File: src/rtl/lcd_progress_bar.sv
`default_nettype none
// ============================================================================
// Module   : lcd_progress_bar
// Brief    : Draws a horizontal progress bar on an ST7735 panel as a stream of
//            9-bit command/data bytes on the LCD byte-writer handshake.
// Revision : 1.0 - initial release
// ============================================================================
module lcd_progress_bar #(
    parameter int X0       = 10,
    parameter int Y0       = 100,
    parameter int SEG_W    = 7,
    parameter int PROC_MAX = 20,
    parameter int BAR_H    = 6
) (
    input  logic        sys_clk,
    input  logic        sys_rst,
    input  logic        init_done,
    input  logic [4:0]  process,
    input  logic        force_redraw,
    input  logic [15:0] fg_color,
    input  logic [15:0] bg_color,
    input  logic        wr_done,
    output logic [8:0]  spi_data,
    output logic        en_write,
    output logic        busy,
    output logic        draw_done
);

    localparam int c_bar_w = SEG_W * PROC_MAX;
    localparam int c_col_w = (c_bar_w > 1) ? $clog2(c_bar_w) : 1;
    localparam int c_row_w = (BAR_H > 1) ? $clog2(BAR_H) : 1;

    localparam logic [7:0] c_x0 = 8'(X0);
    localparam logic [7:0] c_x1 = 8'(X0 + c_bar_w - 1);
    localparam logic [7:0] c_y0 = 8'(Y0);
    localparam logic [7:0] c_y1 = 8'(Y0 + BAR_H - 1);

    localparam logic [3:0]         c_last_hdr = 4'd10;
    localparam logic [c_col_w-1:0] c_col_last = c_col_w'(c_bar_w - 1);
    localparam logic [c_row_w-1:0] c_row_last = c_row_w'(BAR_H - 1);

    typedef enum logic [2:0] {
        ST_IDLE     = 3'd0,
        ST_HDR_SEND = 3'd1,
        ST_HDR_WAIT = 3'd2,
        ST_PIX_SEND = 3'd3,
        ST_PIX_WAIT = 3'd4,
        ST_DONE     = 3'd5
    } state_t;

    state_t             r_state,  w_state;
    logic [3:0]         r_hdr_idx, w_hdr_idx;
    logic [c_col_w-1:0] r_col,    w_col;
    logic [c_row_w-1:0] r_row,    w_row;
    logic               r_phase,  w_phase;
    logic [4:0]         r_proc_l, w_proc_l;
    logic [15:0]        r_fg,     w_fg;
    logic [15:0]        r_bg,     w_bg;
    logic               r_pending, w_pending;
    logic               r_drawn_valid, w_drawn_valid;
    logic [8:0]         r_spi_data, w_spi_data;

    logic               w_start;
    logic               w_abort;
    logic [4:0]         w_proc_clamped;
    logic [15:0]        w_fill;

    assign w_proc_clamped = (int'(process) > PROC_MAX) ? 5'(PROC_MAX) : process;
    assign w_fill         = 16'(r_proc_l) * 16'(SEG_W);

    // CASET / RASET / RAMWR preamble, indexed by byte position
    function automatic logic [8:0] hdr_byte(input logic [3:0] idx);
        logic [8:0] b;
        case (idx)
            4'd0:    b = {1'b0, 8'h2A};
            4'd1:    b = {1'b1, 8'h00};
            4'd2:    b = {1'b1, c_x0};
            4'd3:    b = {1'b1, 8'h00};
            4'd4:    b = {1'b1, c_x1};
            4'd5:    b = {1'b0, 8'h2B};
            4'd6:    b = {1'b1, 8'h00};
            4'd7:    b = {1'b1, c_y0};
            4'd8:    b = {1'b1, 8'h00};
            4'd9:    b = {1'b1, c_y1};
            default: b = {1'b0, 8'h2C};
        endcase
        return b;
    endfunction

    function automatic logic [8:0] pix_byte(input logic [c_col_w-1:0] col,
                                            input logic               lo,
                                            input logic [15:0]        fill,
                                            input logic [15:0]        fg,
                                            input logic [15:0]        bg);
        logic [15:0] colour;
        colour = (16'(col) < fill) ? fg : bg;
        return lo ? {1'b1, colour[7:0]} : {1'b1, colour[15:8]};
    endfunction

    always_ff @(posedge sys_clk) begin
        if (sys_rst) begin
            r_state       <= ST_IDLE;
            r_hdr_idx     <= '0;
            r_col         <= '0;
            r_row         <= '0;
            r_phase       <= 1'b0;
            r_proc_l      <= '0;
            r_fg          <= '0;
            r_bg          <= '0;
            r_pending     <= 1'b1;
            r_drawn_valid <= 1'b0;
            r_spi_data    <= '0;
        end else begin
            r_state       <= w_state;
            r_hdr_idx     <= w_hdr_idx;
            r_col         <= w_col;
            r_row         <= w_row;
            r_phase       <= w_phase;
            r_proc_l      <= w_proc_l;
            r_fg          <= w_fg;
            r_bg          <= w_bg;
            r_pending     <= w_pending;
            r_drawn_valid <= w_drawn_valid;
            r_spi_data    <= w_spi_data;
        end
    end

    always_comb begin
        w_state       = r_state;
        w_hdr_idx     = r_hdr_idx;
        w_col         = r_col;
        w_row         = r_row;
        w_phase       = r_phase;
        w_proc_l      = r_proc_l;
        w_fg          = r_fg;
        w_bg          = r_bg;
        w_pending     = r_pending;
        w_drawn_valid = r_drawn_valid;
        w_spi_data    = r_spi_data;
        w_start       = 1'b0;
        w_abort       = 1'b0;

        case (r_state)
            ST_IDLE: begin
                if (init_done && r_pending) begin
                    w_start    = 1'b1;
                    w_proc_l   = w_proc_clamped;
                    w_fg       = fg_color;
                    w_bg       = bg_color;
                    w_hdr_idx  = '0;
                    w_spi_data = hdr_byte(4'd0);
                    w_state    = ST_HDR_SEND;
                end
            end
            ST_HDR_SEND: w_state = ST_HDR_WAIT;
            ST_HDR_WAIT: begin
                if (wr_done) begin
                    if (r_hdr_idx == c_last_hdr) begin
                        w_col      = '0;
                        w_row      = '0;
                        w_phase    = 1'b0;
                        w_spi_data = pix_byte('0, 1'b0, w_fill, r_fg, r_bg);
                    end else begin
                        w_hdr_idx  = r_hdr_idx + 4'd1;
                        w_spi_data = hdr_byte(r_hdr_idx + 4'd1);
                    end
                    w_state = (r_hdr_idx == c_last_hdr) ? ST_PIX_SEND : ST_HDR_SEND;
                end
            end
            ST_PIX_SEND: w_state = ST_PIX_WAIT;
            ST_PIX_WAIT: begin
                if (wr_done) begin
                    w_state = ST_PIX_SEND;
                    if (!r_phase) begin
                        w_phase    = 1'b1;
                        w_spi_data = pix_byte(r_col, 1'b1, w_fill, r_fg, r_bg);
                    end else begin
                        w_phase = 1'b0;
                        if (r_col == c_col_last) begin
                            w_col = '0;
                            if (r_row == c_row_last) begin
                                // last low byte of the last row acknowledged
                                w_state       = ST_DONE;
                                w_drawn_valid = 1'b1;
                                w_spi_data    = '0;
                            end else begin
                                w_row      = r_row + c_row_w'(1);
                                w_spi_data = pix_byte('0, 1'b0, w_fill, r_fg, r_bg);
                            end
                        end else begin
                            w_col      = r_col + c_col_w'(1);
                            w_spi_data = pix_byte(r_col + c_col_w'(1), 1'b0, w_fill, r_fg, r_bg);
                        end
                    end
                end
            end
            ST_DONE: w_state = ST_IDLE;
            default: w_state = ST_IDLE;
        endcase

        // Losing the panel mid-draw abandons the bar; it is redrawn once init returns
        if (!init_done && (r_state != ST_IDLE) && (r_state != ST_DONE)) begin
            w_abort       = 1'b1;
            w_state       = ST_IDLE;
            w_drawn_valid = 1'b0;
            w_spi_data    = '0;
        end

        // r_proc_l doubles as the last drawn value once a draw has completed
        if (w_start) begin
            w_pending = 1'b0;
        end else if (w_abort || force_redraw || (w_proc_clamped != r_proc_l) ||
                     ((r_state == ST_IDLE) && !r_drawn_valid)) begin
            w_pending = 1'b1;
        end
    end

    assign spi_data  = r_spi_data;
    assign en_write  = (r_state == ST_HDR_SEND) || (r_state == ST_PIX_SEND);
    assign busy      = (r_state == ST_HDR_SEND) || (r_state == ST_HDR_WAIT) ||
                       (r_state == ST_PIX_SEND) || (r_state == ST_PIX_WAIT);
    assign draw_done = (r_state == ST_DONE);

endmodule
`default_nettype wire

File: config.mk
export PLATFORM = sky130hd
export DESIGN_NAME = lcd_progress_bar
export DESIGN_NICKNAME = d
export VERILOG_FILES = /design/src/rtl/lcd_progress_bar.sv
export SDC_FILE = /design/constraint.sdc
export NUM_CORES = 1
export LEC_CHECK = 0
export CORE_MARGIN = 2
export CORE_UTILIZATION = 45
export DETAILED_ROUTE_END_ITERATION = 8
export PLACE_DENSITY_LB_ADDON = 0.12
export RECOVER_POWER = 50
export SLEW_MARGIN = 20
export SYNTH_ARGS = -nofsm -noshare
export SYNTH_HDL_FRONTEND = slang
export SYNTH_SLANG_ARGS = --single-unit
File: constraint.sdc
create_clock -name sys_clk -period 8.2 [get_ports sys_clk]
set_input_delay 1.64 -clock sys_clk [delete_from_list [all_inputs] [get_ports sys_clk]]
set_output_delay 1.64 -clock sys_clk [all_outputs]
set_load 0.03 [all_outputs]
==> reports/qor.txt <==
fraction of registers with async set/reset: 0%
# setup viols final: 0
Synth cell types: 63
outcome: finished, violations left
via count: 3977
fraction of layout cells with a size suffix above 1: 6.92%
clock network power share: 32.1%
Die Span Y: 101 um
DR iter-0 viols: 200
RSZ-0062 raised after global routing: no
DRC violations left: 0
pin slew with the least headroom to its limit: 1540 ps
post-placement worst setup slack: 4160 ps
Critical Path Fanout Max: 10
worst r2r src: r_proc_l[2]
EDFF count, synth: 0
r2r setup slk: 4230 ps
Rows: 35
# hold bufs at CTS: 0
Yosys reg bits: 67
Pwr Total: 0.902 mW
Area contributors post-synth: dfxtp_1 32%, nand2_1 9.3%, ha_1 8.1%
dpl cell area: 4780 um2
H-tree levels: 3
Tmin final: 3970 ps
area of the die: 10100 um2
# diodes: 0
startpoint of the worst hold path: r_fg[7]
Max Clock Freq: 252 MHz
Psw: 0.304 mW
maxcap violations: 1
register area share after synthesis: 32.0%
Initial Utilization: 45.8%
first-pass GRT wire length: 18.4 mm
Combinational Power Share: 26.8%
Hold Path Depth: 2
CTS max path bufs: 2
final cell count without fillers: 689
clk root buf: clkbuf_8
Main synth FF type: dfxtp_1
min setup slack post-route: 4230 ps
Area Overhead vs Synth: 18.7%
worst hold slack: 455 ps
hpwl dp: 8.27 mm
setup_tns: 0 ps
GPL Wtd Cong: 0.902
num ports: 54
DR pass1 iterations: 5
sequential share of power: 41.1%
WS Path Type: reg2reg
drt via density: 5.77
post-synthesis cell count: 532
CTS clk-pin slew, worst paths: 80 ps
Post-CTS Setup Inserts: 0
Cells after DPL: 673
share of the synthesized area in the top cell type: 32.0%
post-cts repair resize count: 0
crit end category: register
failing checks: max-capacitance violations, max-slew violations
largest net degree at the start of global routing: 54
Post-Syn Area per Cell: 7.89 um2
clock skew: 8.99 ps
Final Cycle Share: 48.4%
CTS tree: done
count leader, synth: nand2_1
r2r endpoint: spi_data[5]
final hold violations: 0
number of CTS-inserted buffers: 9
relative slew slack: -2.66%
fin nets: 647
initial antenna violation count: 0
Post-synth top cells: 104 x nand2_1, 67 x dfxtp_1, 59 x a21oi_1
P per Cell Area: 181 nW/um2
Ys Warns: 0
Overflow after GRT: 0
GRT Overall Usage: 22.9%
DRT Wirelength: 11.2 mm
Internal Power: 0.599 mW
worst hold endpoint: r_fg[7]
critical path launch point type: register
Util after Layout: 54.4%
antenna viol nets, final: 0
post-route cell area: 4980 um2
area leader, netlist: dfxtp_1
wire per inst: 16.2 um
CP Data Arrival Time: 4190 ps
PortBufs: 53
reg2reg path depth: 10
max-slew violation count: 37
worst hold path class: reg2reg
P_leak: 1.99 nW
worst skew pair latency: 350 ps
core area: 9150 um2
Sw Share: 33.6%
Post-Syn Nets: 606
VDD IR-drop max: 94.2 uV
vias in the first global route: 3690
CP required: 8420 ps
Synth Cell Area: 4200 um2
clock sink total: 67
Die Wd: 101 um
layout by cell type, fill, tap and decap left out, types with 10 or more instances in the layout:
master and instances:
dfxtp_1 67, nand2_1 104, a21oi_1 59, clkdlybuf4s50_1 45
inv_1 17, nor3_1 23, o21ai_0 28, ha_1 27
nor2_1 37, nand3_1 10
flip-flops by register name (all words and copies together), names as in the netlist:
signal,count
r_bg,16
r_col,8
r_phase,1
r_proc_l,5
r_pending,1
spi_data,9
r_drawn_valid,1
r_state,3
r_hdr_idx,4
r_row,3
r_fg,16
critical path, stage by stage, from the launching register on:
cell and delay, ps:
dfxtp_1 520, fa_1 480, ha_1 220, fa_1 410, a211o_1 320, and3_4 180
o221ai_2 640, mux2_2 410, a221o_1 320, a221oi_1 220, a211oi_1 110
per-layer routing:
| layer | GRT usage (%) | routed length, um |
|---|---|---|
| met1 | 33.0 | 5370 |
| met2 | 35.3 | 5020 |
| met3 | 4.79 | 636 |
| met4 | 5.06 | 129 |
| met5 | 0 | 0 |
power by group through the flow:
stage / sequential, mW / combinational [mW] / clock, mW
finish: 0.370 / 0.242 / 0.290
CTS: 0.370 / 0.244 / 0.294
global placement: 0.377 / 0.236 / 0
floorplan: 0.380 / 0.158 / 0
global route: 0.373 / 0.266 / 0.310
detailed placement: 0.378 / 0.243 / 0
kinds of logic after synthesis:
| group | after synthesis | share of synthesized area (%) |
|---|---|---|
| AOI/OAI and AO/OA | 149 | 23.6 |
| xor gates and xnor gates | 14 | 2.92 |
| adders and majority gates | 32 | 10.4 |
| buffers and inverters | 43 | 4.18 |
| DFF | 67 | 32.0 |
| muxes | 17 | 4.29 |
| and+or+nand+nor | 210 | 22.6 |
area by class of cell:
cell class	instances	area, um2
tap	111	139
inverter	17	63.8
timing repair buffer	56	544
clock buffer	9	124
fill	899	4170
sequential	67	1340
clock inverter	7	83.8
multi-input combinational	422	2680
worst max-delay path by stage:
stage / start / to / cells past startpoint
2_1_floorplan: r_proc_l[2] / spi_data[5] / 10
3_3_place_gp: wr_done / spi_data[3] / 10
3_5_place_dp: wr_done / spi_data[3] / 10
4_1_cts: r_proc_l[2] / spi_data[5] / 10
5_1_grt: r_proc_l[2] / spi_data[6] / 12
6_report: r_proc_l[2] / spi_data[5] / 10
(Power assumes the default switching activity.)
